`src/rtl/aes256_ctr_arbiter.sv`:
```
// Round-robin arbiter that shares one AES-256 CTR keystream core among NUM_REQ requesters.
// Define AES_ARB_KEY_CACHE_EN to skip SET_KEY when the granted key matches the last loaded key.
module aes256_ctr_arbiter #(
  parameter int NUM_REQ = 2,
  localparam int IDW = (NUM_REQ > 1) ? $clog2(NUM_REQ) : 1
) (
  input  logic                   CLK,
  input  logic                   RST,
  input  logic [NUM_REQ-1:0]     REQ,
  input  logic [NUM_REQ*256-1:0] KEY_IN,
  input  logic [NUM_REQ*128-1:0] CTR_IN,
  output logic [NUM_REQ-1:0]     ACK,
  output logic [127:0]           DOUT,
  output logic [IDW-1:0]         GNT_ID,
  output logic                   ARB_BUSY,
  output logic                   CORE_SET_KEY,
  output logic                   CORE_SET_COUNT,
  output logic                   CORE_START_ENC,
  output logic [255:0]           CORE_KEY_IN,
  output logic [127:0]           CORE_DATA_IN,
  input  logic                   CORE_BUSY,
  input  logic [127:0]           CORE_DATA_OUT
);

  typedef enum logic [2:0] {
    S_IDLE, S_LOAD_KEY, S_WAIT_KEY, S_LOAD_CTR,
    S_WAIT_CTR, S_ENC, S_WAIT_ENC, S_DONE
  } state_t;

  state_t           state, state_nxt;
  logic [IDW-1:0]   rr_ptr;
  logic [IDW-1:0]   gnt_sel;
  logic [NUM_REQ-1:0] req_rot;
  logic             found;
  int               off;
  int               sum;
  logic [255:0]     key_sel;
  logic [127:0]     ctr_sel;
  logic             start;
  logic             key_hit;

  // Rotate requests so the RR pointer sits at bit 0, take the lowest set bit, rotate back.
  always_comb begin
    req_rot = NUM_REQ'({REQ, REQ} >> rr_ptr);
    off     = 0;
    found   = 1'b0;
    for (int k = 0; k < NUM_REQ; k++) begin
      if (req_rot[k] && !found) begin
        off   = k;
        found = 1'b1;
      end
    end
    sum = int'(rr_ptr) + off;
    if (sum >= NUM_REQ) sum = sum - NUM_REQ;
    gnt_sel = IDW'(sum);
  end

  always_comb begin
    key_sel = '0;
    ctr_sel = '0;
    for (int i = 0; i < NUM_REQ; i++) begin
      if (gnt_sel == IDW'(i)) begin
        key_sel = KEY_IN[256*i +: 256];
        ctr_sel = CTR_IN[128*i +: 128];
      end
    end
  end

  assign start = (|REQ) && !CORE_BUSY;

`ifdef AES_ARB_KEY_CACHE_EN
  logic [255:0] last_key;
  logic         key_valid;

  always_ff @(posedge CLK) begin
    if (RST) begin
      key_valid <= 1'b0;
    end else if (state == S_LOAD_KEY) begin
      key_valid <= 1'b1;
    end
  end

  always_ff @(posedge CLK) begin
    if (state == S_LOAD_KEY) last_key <= CORE_KEY_IN;
  end

  assign key_hit = key_valid && (key_sel == last_key);
`else
  assign key_hit = 1'b0;
`endif

  always_ff @(posedge CLK) begin
    if (RST) begin
      state        <= S_IDLE;
      rr_ptr       <= '0;
      GNT_ID       <= '0;
      CORE_KEY_IN  <= '0;
      CORE_DATA_IN <= '0;
      DOUT         <= '0;
    end else begin
      state <= state_nxt;
      if (state == S_IDLE && start) begin
        GNT_ID       <= gnt_sel;
        CORE_KEY_IN  <= key_sel;
        CORE_DATA_IN <= ctr_sel;
      end
      if (state == S_WAIT_ENC && !CORE_BUSY) DOUT <= CORE_DATA_OUT;
      if (state == S_DONE) begin
        rr_ptr <= (GNT_ID == IDW'(NUM_REQ - 1)) ? '0 : GNT_ID + 1'b1;
      end
    end
  end

  // Command pulses are decoded from the registered state, so each lasts exactly one cycle.
  always_comb begin
    state_nxt      = state;
    CORE_SET_KEY   = 1'b0;
    CORE_SET_COUNT = 1'b0;
    CORE_START_ENC = 1'b0;
    ARB_BUSY       = (state != S_IDLE);
    case (state)
      S_IDLE:     if (start) state_nxt = key_hit ? S_LOAD_CTR : S_LOAD_KEY;
      S_LOAD_KEY: begin
        CORE_SET_KEY = 1'b1;
        state_nxt    = S_WAIT_KEY;
      end
      S_WAIT_KEY: if (!CORE_BUSY) state_nxt = S_LOAD_CTR;
      S_LOAD_CTR: begin
        CORE_SET_COUNT = 1'b1;
        state_nxt      = S_WAIT_CTR;
      end
      S_WAIT_CTR: if (!CORE_BUSY) state_nxt = S_ENC;
      S_ENC: begin
        CORE_START_ENC = 1'b1;
        state_nxt      = S_WAIT_ENC;
      end
      S_WAIT_ENC: if (!CORE_BUSY) state_nxt = S_DONE;
      S_DONE:     state_nxt = S_IDLE;
      default:    state_nxt = S_IDLE;
    endcase
  end

  always_comb begin
    ACK = '0;
    if (state == S_DONE) ACK[GNT_ID] = 1'b1;
  end

endmodule
```
`config.mk`:
```
export PLATFORM = sky130hd
export DESIGN_NAME = aes256_ctr_arbiter
export DESIGN_NICKNAME = d
export VERILOG_FILES = /design/src/rtl/aes256_ctr_arbiter.sv
export SDC_FILE = /design/constraint.sdc
export NUM_CORES = 1
export LEC_CHECK = 0
export CAP_MARGIN = 10
export CORE_AREA = 3 3 556 558
export CTS_CLUSTER_SIZE = 12
export DETAILED_ROUTE_END_ITERATION = 16
export DIE_AREA = 0 0 559 561
export PLACE_DENSITY = 0.3
export SLEW_MARGIN = 20
export SYNTH_ARGS = -nofsm -noshare
export SYNTH_HDL_FRONTEND = slang
export SYNTH_SLANG_ARGS = --single-unit
```
`constraint.sdc`:
```
create_clock -name CLK -period 3.5 [get_ports CLK]
set_clock_uncertainty 0.1 [all_clocks]
set_input_delay 0.7 -clock CLK [delete_from_list [all_inputs] [get_ports CLK]]
set_output_delay 0.7 -clock CLK [all_outputs]
set_load 0.05 [all_outputs]
```
### After elaboration in Yosys (flattened, before gate mapping)

Index checks and enable logic that the tools add are counted.

* register bits: 517
* input bits: 901

* order comparisons: 3
* equal/unequal tests: 11
* multiplexer cells: 17
* reduce and logical (&&, ||, !) cells: 11
* shift-type cells: 1
* add/subtract/negate cells: 3

Operators by type and width (number)
* 256-bit 2-to-1 mux: 1
* 128-bit 2-to-1 mux: 1
* 3-bit case mux with 8 select lines: 1
* 3-bit == test, second input constant: 4
* 3-bit 2-to-1 mux: 4
* 1-bit 2-to-1 mux: 8
* 2-bit != test, second input constant: 4
* 3-bit by 2-bit == test with 1-bit output, second input constant: 2
* 1-bit logical AND: 5
* 4-bit AND reduction: 1
* 4-bit by 1-bit right shift with 2-bit output: 1
* 3-bit by 1-bit == test with 1-bit output, second input constant: 1
* 3-bit logical NOT: 1
* 3-bit nonzero test: 1
* 1-bit by 1-bit adder with 2-bit output: 1
* 2-bit >= comparator, second input constant: 1
* 1-bit logical NOT: 2
* 1-bit by 2-bit < comparator with 1-bit output, second input constant: 1
* 2-bit 2-to-1 mux: 1
* 2-bit OR reduction: 1
* 1-bit adder, second input constant: 1
* 1-bit demux with 1-bit select: 1
* 1-bit >= comparator, second input constant: 1
* 1-bit subtractor, second input constant: 1

### Longest topological paths before layout

* depth after elaboration: 9
* mapped depth: 8
* depth with buffers taken out: 4

### Worst setup path after synthesis

OpenSTA, ideal clock, no wires.

* kind: reg-to-output
* from: reg GNT_ID
* to: out ACK[1]
* stages on the path, launching flop included: 3
* data arrival time: 1427 ps
* setup slack: 1273 ps
* path through: dfxtp_1 inv_1 nor2_1

* cells in the longest elaborated chain, start to end: 5

RTL lines
* start, declared: line 14 `output logic [IDW-1:0] GNT_ID,`
* start signal, assigned: line 103 `GNT_ID <= gnt_sel;`
* 1-bit by 2-bit < comparator with 1-bit output (not written as such) or 1-bit >= comparator (tied branches): line 145 `if (state == S_DONE) ACK[GNT_ID] = 1'b1;`
* 1-bit logical AND (not written as such): line 145
* 1-bit 2-to-1 mux (not written as such): line 145
* 1-bit demux with 1-bit select (*): line 145
* 2-bit 2-to-1 mux (*): line 145
* end, declared: line 12 `output logic [NUM_REQ-1:0] ACK,`

Mark *: on every way between the ends. The rest lies on a longest branch, timed or not.

### Final worst setup path

* from: reg state[0]
* to: out ARB_BUSY

* cells in the longest elaborated chain, start to end: 1

RTL lines
* start, declared: line 30 `state_t state, state_nxt;`
* start signal, assigned: line 101 `state <= state_nxt;`
* 3-bit nonzero test: line 120 `ARB_BUSY = (state != S_IDLE);`
* end, declared: line 15 `output logic ARB_BUSY,`

Every way passes these cells.

==> impl_metrics.json <==
{
  "synth.most_common_cell": "nand2_1",
  "die_y_um": 561,
  "nets": 4998,
  "drt_wl_total_mm": 229,
  "dp_hpwl_mm": 193,
  "drive_gt1_frac": 0.190,
  "drv_slew": 0,
  "postSynthAreaPerCell_um2": 8.73,
  "grt_max_degree": 93,
  "setup_viol": 0,
  "die_w_um": 559,
  "final_cell_area_um2": 45800,
  "fillers": 34641,
  "arrival_ps": 2480,
  "fp.dieArea_um2": 314000,
  "area_growth_pct": 92.6,
  "hp-class": "primary input to register",
  "gp_congestion": 0.811,
  "cts_inserted_buffers": 83,
  "synth_simple_gate_area_frac": 0.167,
  "synth_edf_count": 0,
  "path_clk_slew_ps": 60,
  "first_pass_iters": 6,
  "htree_levels": 3,
  "vias": 26707,
  "post_cts_buffers": 0,
  "synth_top_family_by_area": "compound AO/OA/AOI/OAI gates",
  "synth_top_area_share": 0.435,
  "grt_antenna_before_repair": 231,
  "critPathLaunchType": "register",
  "synthTopCellsByCount": "643 x nand2_1, 517 x dfxtp_1, 390 x nor2_1",
  "drc": 0,
  "synthXorXnorAreaFrac": 0.000736,
  "power_density_nw_per_um2": 463,
  "drt-initial-drc-count": 1219,
  "async_reset_ff_frac": 0,
  "fmax_mhz": 304,
  "tns_ps": 0,
  "row_count": 203,
  "wire_per_inst_um": 27.5,
  "grt_pass1_wl_mm": 295,
  "cts_tree": "built",
  "tightest_slew_ps": 893,
  "grt_pass1_vias": 27836,
  "finalCriticalPeriod_ps": 3280,
  "ir_worst_vdd_mv": 0.316,
  "syn_area_um2": 23800,
  "relSlewSlack": 0.403,
  "maxCapViolCount": 0,
  "track_usage": 0.140,
  "path_class": "register to primary output",
  "ys_dominant_reg_cell": "dfxtp_1",
  "start_util": 0.0780,
  "portBuffers": 1419,
  "crit_required_ps": 2700,
  "crit_fanout": 8,
  "synth.largest_area_cell": "dfxtp_1",
  "rrSetupSlack_ps": 1160,
  "cts.path.max_buffers": 4,
  "synth_compound_area_frac": 0.333,
  "vias_per_cell": 3.22,
  "ys_seq_area_frac": 0.435,
  "clk_root_buffer_cell": "clkbuf_16",
  "synth_seq_cells": 517,
  "place_area_um2": 43100,
  "ant_nets": 0,
  "grt_setup_unrepaired": "false",
  "coreArea_um2": 305000,
  "leakage_nw": 14.4,
  "io_pins": 1420,
  "synth.area.mux_share": 0,
  "synthTopCellsByArea": "dfxtp_1 43%, a211oi_2 19%, nand2_1 10%",
  "fin_crit_sh": 0.939,
  "syn_nets": 3627,
  "synthAdderAreaFrac": 0,
  "syn-instance-count": 2726,
  "end_kind": "primary output",
  "yosysUniqueCellTypes": 31,
  "status": "finished, final reports clean",
  "cts.sinks": 517,
  "yosys_warnings": 0,
  "grt_remaining_overflow": 0,
  "hold_viol": 0,
  "insertion_delay_ps": 760
}
-- cell usage in the layout (no fill, tap or decap), types with 3 or more instances in the layout --
master	count
clkbuf_8	18
diode_2	48
clkbuf_16	83
clkdlybuf4s50_1	1411
dfxtp_1	515
buf_12	44
clkinvlp_4	3
nand2_1	643
a211oi_2	360
nor2_1	390
a21oi_2	169
clkinv_2	9
a21oi_1	344
buf_4	87
clkbuf_1	22
a211oi_1	24
-- power by group --
part | total [W] | internal (W) | switching, W
clock | 0.00829 | 0.00488 | 0.00341
combinational | 0.00628 | 0.00243 | 0.00385
sequential | 0.00666 | 0.00635 | 0.000311
total | 0.0212 | 0.0137 | 0.00757
-- per-stage QoR --
| stage | utilization | total power [W] | instances | hold slack, ps | worst slack, ps |
|---|---|---|---|---|---|
| final | 0.150 | 0.0212 | 8301 | 261 | 215 |
| after global routing | 0.150 | 0.0222 | 8275 | 240 | 37.3 |
| after CTS | 0.150 | 0.0218 | 8253 | 247 | 6.84 |
| after detailed placement | 0.141 | 0.0132 | 8112 | 348 | 335 |
| after global placement | 0.141 | 0.0131 | 8112 | 342 | 318 |
| after floorplan | - | 0.0100 | 2726 | 452 | 1270 |
-- cells by family after synthesis --
| group | count (synthesis) |
|---|---|
| DFF | 517 |
| buffers and inverters | 260 |
| xor gates and xnor gates | 2 |
| and+or+nand+nor | 1046 |
| AOI/OAI and AO/OA | 901 |
-- layout make-up --
type / count / area [um2] / area share
diodes: 48 / 120 / 0.00262
clock buffers: 123 / 2410 / 0.0525
clock inverters: 18 / 178 / 0.00388
inverters: 1 / 3.75 / 0.0000819
multi-input cells: 1949 / 12000 / 0.261
flip-flops and latches: 517 / 10400 / 0.226
well taps: 4100 / 5130 / 0.112
repair buffers: 1545 / 15700 / 0.342
-- layer usage --
metal  global-route usage  routed length, um  vias to the layer above
met1                0.161              91300                    12672
met2                0.234             105000                     1315
li1                     -                  -                    12144
met4               0.0240               4720                      148
met3               0.0724              26200                      428
met5                    0                990                        -
-- final timing paths --
check,start,to,cells after the start
setup reg to reg,state[2],CORE_KEY_IN[193],7
setup / recovery,state[0],ARB_BUSY,3
hold / removal,RST,CORE_KEY_IN[147],2
hold reg to reg,DOUT[53],DOUT[53],2
-- repair_timing --
item                                    in CTS  in global routing
hold buffers                                 0                  0
resized for setup                            4                  0
endpoints found under the setup margin       5                  0
-- state kept, by name, indices dropped and copies added (netlist names) --
signal / flops
CORE_KEY_IN: 256
GNT_ID: 1
state: 3
CORE_DATA_IN: 128
rr_ptr: 1
DOUT: 128
-- critical path: stages, from the launching register on --
cell,delay [ps]
dfxtp_2,410
buf_4,170
or3_1,360
clkdlybuf4s50_1,780
Note: power is estimated with default switching activity, not from simulation.
